<file path="config.mk">
export PLATFORM = sky130hd
export DESIGN_NAME = vga_axil_regs_flat
export DESIGN_NICKNAME = d
export VERILOG_FILES = /design/src/rtl/vga_axil_regs_if.sv /design/src/rtl/vga_axil_regs.sv /design/src/flat_wrapper.sv
export SDC_FILE = /design/constraint.sdc
export NUM_CORES = 1
export LEC_CHECK = 0
export ABC_CLOCK_PERIOD_IN_PS = 3020
export CAP_MARGIN = 25
export CELL_PAD_IN_SITES_DETAIL_PLACEMENT = 1
export CELL_PAD_IN_SITES_GLOBAL_PLACEMENT = 1
export CORE_MARGIN = 2
export CORE_UTILIZATION = 25
export CTS_CLUSTER_SIZE = 12
export DETAILED_ROUTE_END_ITERATION = 10
export PLACE_DENSITY = 0.66
export SLEW_MARGIN = 10
export SYNTH_ARGS = -nofsm -noshare
export SYNTH_HDL_FRONTEND = slang
export SYNTH_SLANG_ARGS = --single-unit
</file>
<file path="constraint.sdc">
create_clock -name clk -period 3.02 [get_ports clk]
set_clock_uncertainty 0.2 [all_clocks]
set_input_delay 0.604 -clock clk [delete_from_list [all_inputs] [get_ports clk]]
set_output_delay 0.604 -clock clk [all_outputs]
set_load 0.05 [all_outputs]
</file>
<file path="src/rtl/vga_axil_regs_if.sv">
// AXI4-Lite bus between the CPU master and the VGA register bank.
// Master drives requests and response-ready; slave drives readies and responses.
interface vga_axil_if #(
   parameter int ADDR_WIDTH = 32,
   parameter int DATA_WIDTH = 32
);
   logic [ADDR_WIDTH-1:0]   awaddr;
   logic                    awvalid;
   logic                    awready;
   logic [DATA_WIDTH-1:0]   wdata;
   logic [DATA_WIDTH/8-1:0] wstrb;
   logic                    wvalid;
   logic                    wready;
   logic [1:0]              bresp;
   logic                    bvalid;
   logic                    bready;
   logic [ADDR_WIDTH-1:0]   araddr;
   logic                    arvalid;
   logic                    arready;
   logic [DATA_WIDTH-1:0]   rdata;
   logic [1:0]              rresp;
   logic                    rvalid;
   logic                    rready;

   modport master (
      output awaddr, awvalid, wdata, wstrb, wvalid, bready, araddr, arvalid, rready,
      input  awready, wready, bresp, bvalid, arready, rdata, rresp, rvalid
   );

   modport slave (
      input  awaddr, awvalid, wdata, wstrb, wvalid, bready, araddr, arvalid, rready,
      output awready, wready, bresp, bvalid, arready, rdata, rresp, rvalid
   );
endinterface

</file>
<file path="src/rtl/vga_axil_regs.sv">
// AXI4-Lite register bank for VGA config; last word is read-only STATUS.
// Latency: bvalid/rvalid one cycle after the completing address/data handshake.
// Backpressure: responses held until bready/rready; request readies stay low until then.
module vga_axil_regs #(
   parameter int ADDR_WIDTH = 32,
   parameter int DATA_WIDTH = 32,
   parameter int NUM_REGS   = 8
) (
   input  logic                     clk,
   input  logic                     arst_n,
   vga_axil_if.slave                bus,
   input  logic [DATA_WIDTH-1:0]    status_i,
   output logic [NUM_REGS*32-1:0]   regs_o
);
   localparam int                IDX_W       = ADDR_WIDTH - 2;
   localparam int                NB          = DATA_WIDTH / 8;
   localparam logic [IDX_W-1:0]  STATUS_IDX  = IDX_W'(NUM_REGS - 1);
   localparam logic [IDX_W-1:0]  NUM_IDX     = IDX_W'(NUM_REGS);
   localparam logic [1:0]        RESP_OKAY   = 2'b00;
   localparam logic [1:0]        RESP_SLVERR = 2'b10;

   typedef enum logic [1:0] {W_IDLE, W_HAVE_A, W_HAVE_D, W_RESP} wstate_t;
   typedef enum logic       {R_IDLE, R_RESP} rstate_t;

   wstate_t               wstate;
   rstate_t               rstate;
   logic [DATA_WIDTH-1:0] regs_q [NUM_REGS];
   logic [IDX_W-1:0]      aw_idx_q;
   logic [DATA_WIDTH-1:0] wdata_q;
   logic [NB-1:0]         wstrb_q;

   logic                  aw_hs, w_hs, ar_hs, commit;
   logic [IDX_W-1:0]      wr_idx, ar_idx;
   logic [DATA_WIDTH-1:0] wr_dat, rd_dat;
   logic [NB-1:0]         wr_strb;
   logic                  unused_addr_bits;

   assign aw_hs  = bus.awvalid & bus.awready;
   assign w_hs   = bus.wvalid & bus.wready;
   assign ar_hs  = bus.arvalid & bus.arready;
   assign ar_idx = bus.araddr[ADDR_WIDTH-1:2];
   assign unused_addr_bits = ^{bus.awaddr[1:0], bus.araddr[1:0]};

   // Whichever half arrived first was latched; the other comes straight off the bus.
   assign wr_idx  = (wstate == W_HAVE_A) ? aw_idx_q : bus.awaddr[ADDR_WIDTH-1:2];
   assign wr_dat  = (wstate == W_HAVE_D) ? wdata_q  : bus.wdata;
   assign wr_strb = (wstate == W_HAVE_D) ? wstrb_q  : bus.wstrb;
   assign commit  = ((wstate == W_IDLE)   && aw_hs && w_hs) ||
                    ((wstate == W_HAVE_A) && w_hs) ||
                    ((wstate == W_HAVE_D) && aw_hs);

   always_ff @(posedge clk or negedge arst_n) begin
      if (!arst_n) begin
         wstate      <= W_IDLE;
         bus.awready <= 1'b1;
         bus.wready  <= 1'b1;
         bus.bvalid  <= 1'b0;
         bus.bresp   <= RESP_OKAY;
         aw_idx_q    <= '0;
         wdata_q     <= '0;
         wstrb_q     <= '0;
         for (int i = 0; i < NUM_REGS; i++) regs_q[i] <= '0;
      end else if (commit) begin
         for (int i = 0; i < NUM_REGS - 1; i++)
            if (wr_idx == IDX_W'(i))
               for (int b = 0; b < NB; b++)
                  if (wr_strb[b]) regs_q[i][8*b +: 8] <= wr_dat[8*b +: 8];
         bus.awready <= 1'b0;
         bus.wready  <= 1'b0;
         bus.bvalid  <= 1'b1;
         bus.bresp   <= (wr_idx < STATUS_IDX) ? RESP_OKAY : RESP_SLVERR;
         wstate      <= W_RESP;
      end else begin
         case (wstate)
            W_IDLE: begin
               if (aw_hs) begin
                  aw_idx_q    <= bus.awaddr[ADDR_WIDTH-1:2];
                  bus.awready <= 1'b0;
                  wstate      <= W_HAVE_A;
               end else if (w_hs) begin
                  wdata_q     <= bus.wdata;
                  wstrb_q     <= bus.wstrb;
                  bus.wready  <= 1'b0;
                  wstate      <= W_HAVE_D;
               end
            end
            W_RESP: begin
               if (bus.bready) begin
                  bus.bvalid  <= 1'b0;
                  bus.awready <= 1'b1;
                  bus.wready  <= 1'b1;
                  wstate      <= W_IDLE;
               end
            end
            default: ;
         endcase
      end
   end

   always_comb begin
      rd_dat = '0;
      for (int i = 0; i < NUM_REGS; i++)
         if (ar_idx == IDX_W'(i)) rd_dat = (i == NUM_REGS - 1) ? status_i : regs_q[i];
   end

   // regs_q is sampled before any same-edge commit, so a colliding read sees the old value.
   always_ff @(posedge clk or negedge arst_n) begin
      if (!arst_n) begin
         rstate      <= R_IDLE;
         bus.arready <= 1'b1;
         bus.rvalid  <= 1'b0;
         bus.rdata   <= '0;
         bus.rresp   <= RESP_OKAY;
      end else begin
         case (rstate)
            R_IDLE: begin
               if (ar_hs) begin
                  bus.rdata   <= rd_dat;
                  bus.rresp   <= (ar_idx < NUM_IDX) ? RESP_OKAY : RESP_SLVERR;
                  bus.rvalid  <= 1'b1;
                  bus.arready <= 1'b0;
                  rstate      <= R_RESP;
               end
            end
            R_RESP: begin
               if (bus.rready) begin
                  bus.rvalid  <= 1'b0;
                  bus.arready <= 1'b1;
                  rstate      <= R_IDLE;
               end
            end
            default: rstate <= R_IDLE;
         endcase
      end
   end

   for (genvar g = 0; g < NUM_REGS; g++) begin : g_out
      if (g == NUM_REGS - 1) begin : g_status
         assign regs_o[32*g +: 32] = '0;
      end else begin : g_rw
         assign regs_o[32*g +: 32] = regs_q[g];
      end
   end
endmodule

</file>
<file path="src/flat_wrapper.sv">
// flat-port wrapper written by rule: the top's interface ports become plain ports
module vga_axil_regs_flat 
#(
   parameter int ADDR_WIDTH = 32,
   parameter int DATA_WIDTH = 32,
   parameter int NUM_REGS   = 8
)
  (clk, arst_n, status_i, regs_o, bus_awaddr, bus_awvalid, bus_wdata, bus_wstrb, bus_wvalid, bus_bready, bus_araddr, bus_arvalid, bus_rready, bus_awready, bus_wready, bus_bresp, bus_bvalid, bus_arready, bus_rdata, bus_rresp, bus_rvalid);
  vga_axil_if #(.ADDR_WIDTH(ADDR_WIDTH), .DATA_WIDTH(DATA_WIDTH)) bus_i ();
  input  logic clk;
  input  logic arst_n;
  input  logic [DATA_WIDTH-1:0] status_i;
  output logic [NUM_REGS*32-1:0] regs_o;
  input wire logic [$bits(bus_i.awaddr)-1:0] bus_awaddr;
  input wire logic [$bits(bus_i.awvalid)-1:0] bus_awvalid;
  input wire logic [$bits(bus_i.wdata)-1:0] bus_wdata;
  input wire logic [$bits(bus_i.wstrb)-1:0] bus_wstrb;
  input wire logic [$bits(bus_i.wvalid)-1:0] bus_wvalid;
  input wire logic [$bits(bus_i.bready)-1:0] bus_bready;
  input wire logic [$bits(bus_i.araddr)-1:0] bus_araddr;
  input wire logic [$bits(bus_i.arvalid)-1:0] bus_arvalid;
  input wire logic [$bits(bus_i.rready)-1:0] bus_rready;
  output wire logic [$bits(bus_i.awready)-1:0] bus_awready;
  output wire logic [$bits(bus_i.wready)-1:0] bus_wready;
  output wire logic [$bits(bus_i.bresp)-1:0] bus_bresp;
  output wire logic [$bits(bus_i.bvalid)-1:0] bus_bvalid;
  output wire logic [$bits(bus_i.arready)-1:0] bus_arready;
  output wire logic [$bits(bus_i.rdata)-1:0] bus_rdata;
  output wire logic [$bits(bus_i.rresp)-1:0] bus_rresp;
  output wire logic [$bits(bus_i.rvalid)-1:0] bus_rvalid;
  assign bus_i.awaddr = bus_awaddr;
  assign bus_i.awvalid = bus_awvalid;
  assign bus_i.wdata = bus_wdata;
  assign bus_i.wstrb = bus_wstrb;
  assign bus_i.wvalid = bus_wvalid;
  assign bus_i.bready = bus_bready;
  assign bus_i.araddr = bus_araddr;
  assign bus_i.arvalid = bus_arvalid;
  assign bus_i.rready = bus_rready;
  assign bus_awready = bus_i.awready;
  assign bus_wready = bus_i.wready;
  assign bus_bresp = bus_i.bresp;
  assign bus_bvalid = bus_i.bvalid;
  assign bus_arready = bus_i.arready;
  assign bus_rdata = bus_i.rdata;
  assign bus_rresp = bus_i.rresp;
  assign bus_rvalid = bus_i.rvalid;
  vga_axil_regs #(.ADDR_WIDTH(ADDR_WIDTH), .DATA_WIDTH(DATA_WIDTH), .NUM_REGS(NUM_REGS)) u_core (.clk(clk), .arst_n(arst_n), .bus(bus_i), .status_i(status_i), .regs_o(regs_o));
endmodule
</file>
==> results.json, run 1 <==
{
  "status": "complete, no violations",
  "dp.cells": 2384,
  "portBuffers": 397,
  "rr_worst_depth": 9,
  "cts_num_sinks": 332,
  "ys_types": 44,
  "start_util": 0.253,
  "grt_use_total": 0.181,
  "dr.pass1.iters": 4,
  "layout_commonest_cell": "clkdlybuf4s50_1",
  "crit_buf_inv": 1,
  "nNetsFinal": 1734,
  "pin_count": 436,
  "synth_edf_count": 0,
  "ys_seq_area_frac": 0.533,
  "synth-main-ff-cell": "dfrtp_1",
  "crit_slowest_cell": "clkdlybuf4s50_1",
  "cts_max_level": 2,
  "cts_made_buffers": 41,
  "path_max_fanout": 5,
  "final_cell_mix": "clkdlybuf4s50_1 (393), mux2_2 (329), dfrtp_1 (329), buf_12 (42), buf_4 (42)",
  "crit_family": "buffers and inverters",
  "hold_viol_final": 0,
  "finalWirelength_um": 59200,
  "nFillCells": 6523,
  "async_flop_share": 1.00,
  "maxSlewHeadroom": 0.537,
  "criticalPathCategory": "reg -> out",
  "p_per_area_nw_per_um2": 465,
  "ant_nets": 0,
  "post_cts_buffers": 0,
  "start_kind": "flip-flop",
  "dieArea_sq_um": 64400,
  "cts_tree": "yes",
  "synth-seq-cells": 332,
  "regArea_sq_um": 8310,
  "synthToLayoutAreaGrowth_pct": 47.3,
  "cp_cell_sequence": "clkdlybuf4s50_1",
  "fp.dieW_um": 254,
  "arrival_ns": 1.95,
  "synthCells": 1116,
  "overflow": 0,
  "final_cells": 2464,
  "syn_area_per_cell_sq_um": 14.0,
  "core_sq_um": 61700,
  "critical_path.max_stage_delay_ns": 0.85,
  "first_global_vias": 12500,
  "first_iter_violations": 556,
  "p_leak_nw": 10.5,
  "fin_crit_sh": 0.913,
  "drc": 0,
  "ir_worst_vdd_uv": 392,
  "cts_buffer_depth": 3,
  "antenna_found_initial": 9,
  "fin_crit_ns": 2.76,
  "drive_gt1_frac": 0.344,
  "place_congestion": 0.779,
  "fmax_mhz": 363,
  "syn-cell-area_sq_um": 15600,
  "multi_input_area_sq_um": 6930,
  "routedWlPerCell_um": 24.0,
  "tns_ns": 0,
  "grt_setup_unrepaired": "false",
  "grt_pass1_wl_um": 85600,
  "routed_via_density": 4.71,
  "critPathCaptureType": "primary output",
  "hpwl_um": 42400,
  "rows": 91,
  "ys_warn_count": 0,
  "final_max_slew_viol_count": 0,
  "grt_max_degree": 66,
  "fin_util": 0.372,
  "cts.clk_slew.worst_paths_ns": 0.05,
  "insertion_delay_ns": 0.59,
  "tightest_slew_ns": 0.694,
  "max_cap_violations": 0,
  "route.vias.total": 11600,
  "hold_depth": 2,
  "critical_path_depth": 1,
  "cts_root_buf": "clkbuf_16",
  "finalSetupViolations": 0,
  "worstPathRequired_ns": 2.22,
  "hp-class": "reg -> reg",
  "fp.dieH_um": 254
}
cell usage after synthesis, drive strengths merged, types with 2 or more instances:
cell type | n | share of area
buf | 56 | 0.023
mux4 | 24 | 0.035
a31oi | 2 | 0.00080
mux2 | 353 | 0.26
nor2 | 17 | 0.0047
a21oi | 36 | 0.012
nand3b | 5 | 0.0024
o22a | 7 | 0.0039
o21ai | 16 | 0.0051
mux2i | 38 | 0.024
a32oi | 2 | 0.0011
nand3 | 29 | 0.018
o22ai | 31 | 0.012
nor3 | 10 | 0.0055
ha | 4 | 0.0032
inv | 10 | 0.0024
nor4b | 3 | 0.0021
a221o | 3 | 0.0019
and2 | 3 | 0.0012
and3 | 3 | 0.0012
nor4 | 17 | 0.0068
nand2 | 24 | 0.0058
a22o | 31 | 0.017
clkbuf | 27 | 0.0065
a22oi | 3 | 0.0014
dfrtp | 329 | 0.53
dfstp | 3 | 0.0051
nand4 | 3 | 0.0012
nand2b | 10 | 0.0040
nor2b | 10 | 0.0040
layer usage:
| metal | track usage | vias up | part of all wire |
|---|---|---|---|
| li1 | - | 5071 | - |
| met1 | 0.234 | 6089 | 0.43 |
| met2 | 0.301 | 327 | 0.48 |
| met3 | 0.0399 | 98 | 0.059 |
| met4 | 0.0595 | 10 | 0.027 |
| met5 | 0 | - | 0.00096 |
registers in the layout, summed over array words and instances (netlist names), 2 cells and up:
register,count
u_core.aw_idx_q,30
u_core.bus.rdata,32
u_core.regs_o,224
u_core.wdata_q,32
u_core.wstate,2
u_core.wstrb_q,4
kinds of logic after synthesis:
group,synth area share
fa+ha+maj,0.00321
flops,0.533
buf+inv,0.0322
mux,0.314
compound gates,0.0597
other cells,0.000241
simple gates,0.0572
power by group:
part / leakage [nW] / switching (mW) / internal, mW
Combinational: 5.18 / 0.507 / 0.299
Clock: 0.723 / 2.08 / 3.30
Sequential: 4.62 / 0.0151 / 4.47
worst reg2reg max path: cells and delay by family (launching register included):
family                   cells  cell delay [ns]
multiplexers                 1             0.32
buffers and inverters        3             0.52
adder cells (fa/ha/maj)      1             0.26
AO/OA/AOI/OAI                1             0.22
AND/OR/NAND/NOR              3             0.70
flip-flops                   1             0.43
cell type report:
class,count,area share
flip-flops and latches,332,0.362
multi-input cells,724,0.302
repair buffers,482,0.224
clock buffers,55,0.0500
well taps,837,0.0456
clock inverters,20,0.0146
inverters,10,0.00163
diodes,4,0.000436
final timing paths:
kind	startpoint	to	slack, ns
worst max-delay path	u_core.bus.wready	bus_wready	0.26
worst min register to register	u_core.bus.bvalid	u_core.bus.bvalid	0.29
worst min-delay path	u_core.bus.bvalid	u_core.bus.bvalid	0.29
worst max register to register	u_core.wstate[1]	u_core.regs_o[112]	0.27
min in group asynchronous	arst_n	u_core.regs_o[120]	0.40
max in group asynchronous	arst_n	u_core.bus.wready	1.40
through the flow:
| stage | power, mW | worst slack (ns) | area [sq um] | hold WS [ns] |
|---|---|---|---|---|
| 3_5_place_dp | 5.39 | -0.136 | 21500 | 0.284 |
| 2_1_floorplan | 4.94 | 0.539 | 15700 | 0.108 |
| 4_1_cts | 10.8 | 0.208 | 22900 | 0.300 |
| 6_report | 10.7 | 0.264 | 23000 | 0.295 |
| 5_1_grt | 11.1 | 0.0760 | 23000 | 0.314 |
| 3_3_place_gp | 5.37 | -0.0367 | 21500 | 0.278 |
timing repair:
| item | 4_1_cts | 5_1_grt |
|---|---|---|
| hold buffers | 1 | 0 |
| hold endpoints to repair | 54 | 0 |
| setup endpoints to repair | 0 | 0 |
| gates resized for setup | 0 | 0 |
No activity file was read; power rests on OpenSTA's default activity.
==> run 2, diff against run 1 <==
--- a/config.mk
+++ b/config.mk
@@ -5,7 +5,8 @@
 export SDC_FILE = /design/constraint.sdc
 export NUM_CORES = 1
 export LEC_CHECK = 0
-export ABC_CLOCK_PERIOD_IN_PS = 3020
+export ABC_AREA = 1
+export ABC_CLOCK_PERIOD_IN_PS = 3300
 export CAP_MARGIN = 25
 export CELL_PAD_IN_SITES_DETAIL_PLACEMENT = 1
 export CELL_PAD_IN_SITES_GLOBAL_PLACEMENT = 1
@@ -13,7 +14,7 @@
 export CORE_UTILIZATION = 25
 export CTS_CLUSTER_SIZE = 12
 export DETAILED_ROUTE_END_ITERATION = 10
-export PLACE_DENSITY = 0.66
+export PLACE_DENSITY = 0.7
 export SLEW_MARGIN = 10
 export SYNTH_ARGS = -nofsm -noshare
 export SYNTH_HDL_FRONTEND = slang
==> constraint.sdc (replaced) <==
create_clock -name clk -period 3.3 [get_ports clk]
set_clock_uncertainty 0.2 [all_clocks]
set_input_delay 0.66 -clock clk [delete_from_list [all_inputs] [get_ports clk]]
set_output_delay 0.66 -clock clk [all_outputs]
set_load 0.05 [all_outputs]
==> run 2 against run 1 <==
  * Wire length up 7.3%
  * Synthesized cell count up 82%
  * Critical endpoint is now u_core.regs_o[83]
  * Synthesized area up 6.2%
  * Cell count up 36%
  * Hold slack worse by 0.012 ns
  * Global-route usage up 0.32 points
  * Clock power down 13%
  * Final area up 1.4%
  * Setup slack worse by 0.018 ns
  * Non-clock buffer count down 4
  * Sequential share of layout area down 0.49 points
==> results.json, run 2 <==
{
  "status": "complete, no violations",
  "portBuffers": 397,
  "synth_top_cells_by_area": "dfrtp_1 (50%), nand2_1 (11%), inv_1 (6.8%)",
  "fin_crit_ns": 3.05,
  "dp.cells": 3270,
  "cts_num_sinks": 332,
  "cts_made_buffers": 42,
  "drc": 0,
  "ff2ff_setup_slack_ns": 0.25,
  "path_max_fanout": 16,
  "yosysTopAreaCell": "dfrtp_1",
  "ant_nets": 0,
  "hold_viol_final": 0,
  "timing.rr.end": "u_core.regs_o[83]",
  "synthTopCellsByCount": "nand2_1 (498), dfrtp_1 (329), inv_1 (300)",
  "insertion_delay_ns": 0.60,
  "arrival_ns": 3.32,
  "final_max_slew_viol_count": 0,
  "drive_gt1_frac": 0.117,
  "dieArea_sq_um": 68300,
  "critPathCaptureType": "flip-flop",
  "ir_worst_vdd_uv": 377,
  "fp.dieH_um": 261,
  "async_flop_share": 1.00,
  "cts.clk_slew.worst_paths_ns": 0.06,
  "ys_warn_count": 0,
  "p_per_area_nw_per_um2": 533,
  "pin_count": 436,
  "criticalPathCategory": "reg -> reg",
  "grt_use_total": 0.184,
  "antenna_found_initial": 8,
  "dr.pass1.iters": 4,
  "overflow": 0,
  "ys_seq_area_frac": 0.502,
  "synthToLayoutAreaGrowth_pct": 40.6,
  "fin_crit_sh": 0.925,
  "syn-cell-area_sq_um": 16600,
  "fp.dieW_um": 261,
  "start_kind": "flip-flop",
  "cts-resized-gates": 0,
  "tightest_slew_ns": 0.930,
  "core_sq_um": 65600,
  "dp_slack_ns": -0.00971,
  "grt_pass1_wl_um": 97400,
  "synth_edf_count": 0,
  "place_congestion": 0.874,
  "final_cells": 3354,
  "syn_area_per_cell_sq_um": 8.17,
  "rr_worst_depth": 12,
  "synth_most_common_cell": "nand2_1",
  "cts_tree": "yes",
  "maxSlewHeadroom": 0.380,
  "synth-seq-cells": 332,
  "max_cap_violations": 0,
  "synth-main-ff-cell": "dfrtp_1",
  "first_iter_violations": 773,
  "final_cell_mix": "nand2_1 (497), clkdlybuf4s50_1 (396), dfrtp_1 (329), inv_1 (300), o21ai_0 (195)",
  "ys_types": 42,
  "route.vias.total": 15300,
  "synth_top_area_share": 0.497,
  "nNetsFinal": 2598,
  "cts_root_buf": "clkbuf_16",
  "rows": 94,
  "r2r-start": "u_core.wstate[1]",
  "endpoint": "u_core.regs_o[83]",
  "finalSetupViolations": 0,
  "cts_buffer_depth": 3,
  "fin_util": 0.355,
  "routedWlPerCell_um": 18.9,
  "setup_slack_ns": 0.246,
  "worstPathRequired_ns": 3.57,
  "hp-class": "reg -> reg",
  "layout_commonest_cell": "nand2_1",
  "start_util": 0.252,
  "synthCells": 2027,
  "cts_max_level": 2,
  "finalWirelength_um": 63500,
  "largest_reg_flops": 224,
  "grt_max_degree": 83,
  "p_leak_nw": 11.4,
  "cp-startpoint": "u_core.wstate[1]",
  "hpwl_um": 49500,
  "routed_via_density": 4.57,
  "fmax_mhz": 327,
  "first_global_vias": 16600
}
run 2: cell types whose count changed after synthesis, sizes merged, moves of 105 or more:
cell / before / now
inv: 10 / 307
nand3: 29 / 134
nor2: 17 / 162
nand2: 24 / 509
o21ai: 16 / 279
mux2: 353 / 15
run 2: logic make-up after synthesis:
kind of cell / count (synthesis) / share of synthesized area
DFF: 332 / 0.502
adders and majority gates: 4 / 0.00302
muxes: 15 / 0.0102
and+or+nand+nor: 908 / 0.250
other: 1 / 0.000227
buffers and inverters: 435 / 0.120
AOI/OAI and AO/OA: 332 / 0.115
run 2: how the worst min path moves through the flow:
stage,slack [ns],cells past startpoint,end,startpoint
2_1_floorplan,0.16,0,u_core.aw_idx_q[0],arst_n
3_3_place_gp,0.26,2,u_core.bus.rdata[28],u_core.bus.rdata[28]
3_5_place_dp,0.27,2,u_core.bus.rdata[17],u_core.bus.rdata[17]
4_1_cts,0.29,2,u_core.bus.rdata[17],u_core.bus.rdata[17]
5_1_grt,0.30,2,u_core.bus.rdata[21],u_core.bus.rdata[21]
6_report,0.28,2,u_core.bus.rdata[21],u_core.bus.rdata[21]
run 2: stage by stage:
step                area, sq um  hold slack, ns  setup TNS, ns  total power [mW]
finish                    23300           0.282              0              12.4
floorplan                 16700           0.164              0              6.53
global placement          21800           0.262              0              7.67
CTS                       23200           0.286              0              12.6
global route              23300           0.299       -0.00435              13.1
detailed placement        21800           0.269        -0.0271              7.85
run 2: critical path, stage by stage, from the launching register on:
cell and delay (ns):
dfrtp_1 0.42, inv_1 0.13, ha_1 0.33, inv_2 0.13, nor4_2 0.22, nand2_1 0.10
nand3b_1 0.18, nand2_2 0.30, nand2_2 0.30, nor2_4 0.36, nand2_1 0.09, o21ai_0 0.14
inv_1 0.07
run 2: cell type report:
type / count / area (sq um)
Sequential cell: 332 / 8310
Multi-Input combinational cell: 1293 / 6470
Clock buffer: 57 / 1170
Fill cell: 7749 / 42400
Inverter: 308 / 1160
Clock inverter: 18 / 248
Antenna cell: 4 / 10.0
Tap cell: 864 / 1080
Timing Repair Buffer: 478 / 4830
run 2: power by group:
group / total, mW / switching [mW] / internal [mW]
registers: 4.81 / 0.259 / 4.55
logic: 2.91 / 2.02 / 0.891
clock network: 4.70 / 1.94 / 2.75
total: 12.4 / 4.22 / 8.19
run 2: per-layer routing:
| layer | wire length, um | GRT usage |
|---|---|---|
| met1 | 26100 | 0.220 |
| met2 | 32200 | 0.328 |
| met3 | 3080 | 0.0368 |
| met4 | 2100 | 0.0663 |
| met5 | 52 | 0 |
run 2: repair_timing:
item,4_1_cts,5_1_grt
buffers inserted,0,4
endpoints found under the hold margin,69,0
setup endpoints to repair,0,9
hold buffers,1,0
==> run 3, diff against run 2 <==
--- a/config.mk
+++ b/config.mk
@@ -5,8 +5,7 @@
 export SDC_FILE = /design/constraint.sdc
 export NUM_CORES = 1
 export LEC_CHECK = 0
-export ABC_AREA = 1
-export ABC_CLOCK_PERIOD_IN_PS = 3300
+export ABC_CLOCK_PERIOD_IN_PS = 3000
 export CAP_MARGIN = 25
 export CELL_PAD_IN_SITES_DETAIL_PLACEMENT = 1
 export CELL_PAD_IN_SITES_GLOBAL_PLACEMENT = 1
@@ -14,8 +13,9 @@
 export CORE_UTILIZATION = 25
 export CTS_CLUSTER_SIZE = 12
 export DETAILED_ROUTE_END_ITERATION = 10
-export PLACE_DENSITY = 0.7
+export PLACE_DENSITY = 0.66
 export SLEW_MARGIN = 10
 export SYNTH_ARGS = -nofsm -noshare
 export SYNTH_HDL_FRONTEND = slang
 export SYNTH_SLANG_ARGS = --single-unit
+export TNS_END_PERCENT = 20
==> constraint.sdc (replaced) <==
create_clock -name clk -period 3 [get_ports clk]
set_clock_uncertainty 0.2 [all_clocks]
set_input_delay 0.6 -clock clk [delete_from_list [all_inputs] [get_ports clk]]
set_output_delay 0.6 -clock clk [all_outputs]
set_load 0.05 [all_outputs]
==> run 3 against run 2 <==
  * Hold slack gained 0.0090 ns
  * Count of clock-buffer cells in the layout rose by 2
  * Setup slack gained 0.0022 ns
  * Combinational power decreased by 72%
==> results.json, run 3 (synthesis results as in run 1) <==
{
  "place_area_sq_um": 21500,
  "status": "complete, no violations",
  "dieArea_sq_um": 64400,
  "fin_crit_ns": 2.75,
  "cts_tree": "yes",
  "start_util": 0.253,
  "grt_use_total": 0.181,
  "crit_slowest_cell": "clkdlybuf4s50_1",
  "final_cells": 2466,
  "criticalPathCategory": "reg -> out",
  "routedWlPerCell_um": 23.9,
  "tns_ns": 0,
  "regArea_sq_um": 8310,
  "timing.rr.end": "u_core.regs_o[169]",
  "worstPathRequired_ns": 2.20,
  "total_power_mw": 10.5,
  "crit_buf_inv": 1,
  "overflow": 0,
  "crit_family": "buffers and inverters",
  "critical_path.max_stage_delay_ns": 0.86,
  "fin_crit_sh": 0.917,
  "cts_made_buffers": 41,
  "finalWirelength_um": 59000,
  "fp.dieW_um": 254,
  "grt_pass1_wl_um": 85700,
  "pin_count": 436,
  "critPathCaptureType": "primary output",
  "ff2ff_setup_slack_ns": 0.28,
  "ant_nets": 0,
  "cts_buffer_depth": 3,
  "arrival_ns": 1.95,
  "routed_via_density": 4.66,
  "core_sq_um": 61700,
  "hold_viol_final": 0,
  "finalSetupViolations": 0,
  "maxSlewHeadroom": 0.558,
  "fin_area_sq_um": 22900,
  "first_global_vias": 12600,
  "r2r-start": "u_core.wstate[1]",
  "ir_worst_vdd_uv": 352,
  "nFillCells": 6490,
  "hold_end": "u_core.bus.bvalid",
  "place_congestion": 0.782,
  "final_cell_mix": "clkdlybuf4s50_1 (393), mux2_2 (329), dfrtp_1 (329), buf_4 (46), buf_12 (43)",
  "hp-class": "reg -> reg",
  "multi_input_area_sq_um": 6930,
  "cts_root_buf": "clkbuf_16",
  "hpwl_um": 42500,
  "hold_start": "u_core.bus.bvalid",
  "cp_cell_sequence": "clkdlybuf4s50_1",
  "path_max_fanout": 5,
  "tightest_slew_ns": 0.662,
  "start_kind": "flip-flop",
  "portBuffers": 397,
  "synthToLayoutAreaGrowth_pct": 47.1,
  "cts.clk_slew.worst_paths_ns": 0.06,
  "first_iter_violations": 426,
  "fp.dieH_um": 254,
  "dr.pass1.iters": 6,
  "dp.cells": 2389,
  "grt_setup_unrepaired": "false",
  "drc": 0,
  "antenna_found_initial": 3,
  "insertion_delay_ns": 0.56,
  "largest_reg_flops": 224,
  "p_leak_nw": 10.5,
  "rr_worst_depth": 10,
  "hold_depth": 2,
  "cts_max_level": 2,
  "layout_commonest_cell": "clkdlybuf4s50_1",
  "cts_num_sinks": 332,
  "fmax_mhz": 363,
  "max_cap_violations": 0,
  "drive_gt1_frac": 0.347,
  "p_per_area_nw_per_um2": 458,
  "rows": 91,
  "grt_max_degree": 56,
  "nNetsFinal": 1739,
  "route.vias.total": 11500,
  "fin_util": 0.371,
  "final_max_slew_viol_count": 0
}
==> run 3: cell count changes in the layout (fill, tap and decap cells not counted), sizes merged, moves of 38 or more <==
cell   change
nand4     -73
o21ai    -263
nor2     -145
nand3    -105
mux2     +338
inv      -297
nand2    -485
mux2i     +38
==> run 3: timing repair <==
action / in CTS / in global routing
buffers inserted: 0 / 0
hold buffers: 1 / 0
endpoints found under the hold margin: 47 / 0
gates resized for setup: 0 / 0
==> run 3: area by class of cell <==
class,instances,share of cell area
tap,837,0.0457
multi-input combinational,724,0.302
timing repair buffer,487,0.226
antenna,2,0.000218
clock inverter,15,0.00797
inverter,10,0.00164
clock buffer,59,0.0534
sequential,332,0.363
==> run 3: power by group <==
| group | internal (mW) | switching (mW) |
|---|---|---|
| Combinational | 0.307 | 0.508 |
| Sequential | 4.50 | 0.0153 |
| Clock | 3.17 | 1.98 |
| Total | 7.98 | 2.51 |
==> run 3: through the flow <==
stage               setup WS (ns)  hold WS (ns)
floorplan                   0.523         0.104
global placement          -0.0210         0.278
detailed placement         -0.102         0.283
CTS                         0.178         0.302
global route              0.00895         0.316
finish                      0.248         0.291
==> run 3: worst max path at each step <==
stage / startpoint / end / slack [ns] / depth (start not counted)
finish: u_core.bus.wready / bus_wready / 0.25 / 1
floorplan: bus_awvalid / u_core.wdata_q[10] / 0.52 / 5
global route: u_core.wstate[1] / u_core.regs_o[112] / 0.009 / 10
CTS: u_core.bus.wready / bus_wready / 0.18 / 1
global placement: bus_awaddr[15] / u_core.regs_o[105] / -0.02 / 9
detailed placement: bus_awaddr[15] / u_core.regs_o[46] / -0.10 / 9
==> run 3: per-layer routing <==
layer | up-vias | routed length (um) | GRT usage
li1 | 5085 | - | -
met1 | 5983 | 25000 | 0.230
met2 | 338 | 28500 | 0.303
met3 | 95 | 3670 | 0.0414
met4 | 2 | 1850 | 0.0608
met5 | - | 13 | 0
==> edit (config.mk and constraints of run 3) <==
Reset style: synchronous (`arst_n`), changed in 2 clocked blocks.
--- a/src/rtl/vga_axil_regs.sv
+++ b/src/rtl/vga_axil_regs.sv
@@ -49,7 +49,7 @@
                     ((wstate == W_HAVE_A) && w_hs) ||
                     ((wstate == W_HAVE_D) && aw_hs);
 
-   always_ff @(posedge clk or negedge arst_n) begin
+   always_ff @(posedge clk) begin
       if (!arst_n) begin
          wstate      <= W_IDLE;
          bus.awready <= 1'b1;
@@ -104,7 +104,7 @@
    end
 
    // regs_q is sampled before any same-edge commit, so a colliding read sees the old value.
-   always_ff @(posedge clk or negedge arst_n) begin
+   always_ff @(posedge clk) begin
       if (!arst_n) begin
          rstate      <= R_IDLE;
          bus.arready <= 1'b1;
Function: not settled (the Yosys comparison gave no result); the edit may change what the design does.
==> edit against run 3 <==
  * Cell area is 4.0% lower
  * Core utilization down 0.56 points
  * Critical path depth increased by 7
  * Routed wire length rose by 13%
  * Worst setup slack got worse by 41 ps
  * Synthesized area down 2.9%
  * Sequential cell count did not move
  * Register-to-register slack worse by 70 ps
  * Critical path type is now reg -> reg
  * Highest routed layer unchanged
Power is not compared: it rests on default switching activity, and its combinational part moved more than twofold at a synthesized area within 25%.
==> edit: results (changes against run 3) <==
* Distinct cells, synth at 55 (+25%)
* Worst r2r path cells at 8 (-2)
* Relative slew slack at 46.5% (-9.3 points)
* Crit path DAT at 3000 ps (+1050 ps)
* Synth top area cells: edfxtp_1 (44%), dfxtp_1 (14%), nor2_1 (6.8%)
* Row cnt at 90 (-1.1%)
* Layout cells sized above 1 at 12.0% (-23 points)
* GR Util All Layers at 20.9% (+2.8 points)
* First-pass GRT wire length at 96100 um (+12%)
* Detailed Route Iter0 Violations at 757 (+78%)
* Via count at 13.5k (+17%)
* H-tree levels at 2 (unchanged)
* Worst setup startpoint: u_core.wstate[1]
* Crit Path Class: reg -> reg
* Fill count at 6732 (+3.7%)
* Routed WL at 66800 um (+13%)
* Routability congestion estimate at 0.863 (+10%)
* Critical Path Fanout Max at 8 (+3)
* Pre-antenna DRT Iters at 5 (-1)
* Grt total ovfl at 0 (unchanged)
* HPWL after detailed placement at 52300 um (+23%)
* Antenna violations before repair at 11 (+8)
* Dominant synthesized flop cell: edfxtp_1
* Worst flop-to-flop path endpoint: u_core.regs_q[0][93]
* Syn. warnings at 0 (unchanged)
* Nets at 2095 (+20%)
* Most instantiated cells after synthesis: nor2_1 (276), edfxtp_1 (224), nand2_1 (210)
* Sequential share of the synthesized area at 58.8% (+5.4 points)
* Status: complete, no violations
* Post-synth EDFFs at 224 (+224)
* CTS max path bufs at 3 (unchanged)
* Max VDD drop at between 0.0003 and 0.0004 V
* Post-synth ARST share at 0% (-100 points)
* Setup slack, reg-to-reg at 210 ps (-70 ps)
* Root Buffer: clkbuf_16
* Largest net degree at the start of global routing at 115 (+110%)
edit: changes by cell type in the layout (fill, tap and decap cells not counted), sizes merged, moves of 15 or more:
cell / change
mux2i: +36
a22o: -27
dfrtp: -329
a21oi: +59
nand3: -15
mux2: -338
mux4: -16
edfxtp: +224
buf: +37
nor2: +259
o21ai: +119
nand2: +186
dfxtp: +108
o22ai: -18
edit: power by group through the flow:
stage	Clock [mW]	Sequential [mW]	Combinational, mW
final	5.12	5.49	3.24
after floorplan	0	6.08	1.40
after detailed placement	0	5.58	3.25
after global routing	5.41	5.53	3.50
after CTS	5.21	5.49	3.26
after global placement	0	5.57	3.18
edit: worst min-delay path by stage:
stage	endpoint	slack (ps)	startpoint
after floorplan	u_core.aw_idx_q[13]	230	u_core.aw_idx_q[13]
after global placement	u_core.bus.rdata[10]	240	u_core.bus.rdata[10]
after detailed placement	u_core.bus.rdata[21]	240	u_core.bus.rdata[21]
after CTS	u_core.bus.rdata[15]	250	u_core.bus.rdata[15]
after global routing	u_core.wdata_q[9]	270	u_core.wdata_q[9]
final	u_core.bus.rdata[15]	250	u_core.bus.rdata[15]
edit: worst max-delay path, stage by stage (launching register included):
cell,delay [ps]
dfxtp_1,330
inv_1,130
ha_1,320
a31oi_1,160
nor3_1,280
buf_4,230
a22o_1,460
nand2_1,330
nor2_1,190
edit: cell type report:
class	count	area share, %
antenna	2	0.0227
clock buffer	54	5.12
clock inverter	22	1.16
inverter	22	0.387
multi-input combinational	1032	25.8
sequential	332	40.4
tap	782	4.45
timing repair buffer	523	22.7
edit: metrics by stage:
stage                     cells  area, um^2  utilization [%]  setup WS, ps
after floorplan            1519       15200                -          28.0
after global routing       2768       22000             36.6          9.57
after global placement     2691       20600             34.2          -355
final                      2769       22000             36.6           207
after CTS                  2767       22000             36.5          4.64
after detailed placement   2691       20600             34.2          -392
edit: timing repair:
action | CTS | global route
resized for setup | 1 | 6
setup buffers | 0 | 0
endpoints found under the setup margin | 64 | 173
edit: per-layer routing:
metal | vias up | track usage (%) | share of wire [%]
met3 | 119 | 6.27 | 8.1
met1 | 6721 | 26.1 | 41
met4 | 18 | 6.09 | 2.8
li1 | 6174 | - | -
met5 | - | 0 | 0.16
met2 | 479 | 34.7 | 48
edit: cell families (layout without fill, tap and decap cells):
| family | count (synthesis) | count (layout) | synth area share (%) |
|---|---|---|---|
| compound gates | 317 | 317 | 12.9 |
| flops | 332 | 332 | 58.8 |
| mux | 97 | 97 | 7.20 |
| buf+inv | 155 | 621 | 4.78 |
| other cells | 1 | 36 | 0.0248 |
| fa+ha+maj | 4 | 4 | 0.331 |
| simple gates | 580 | 580 | 16.0 |
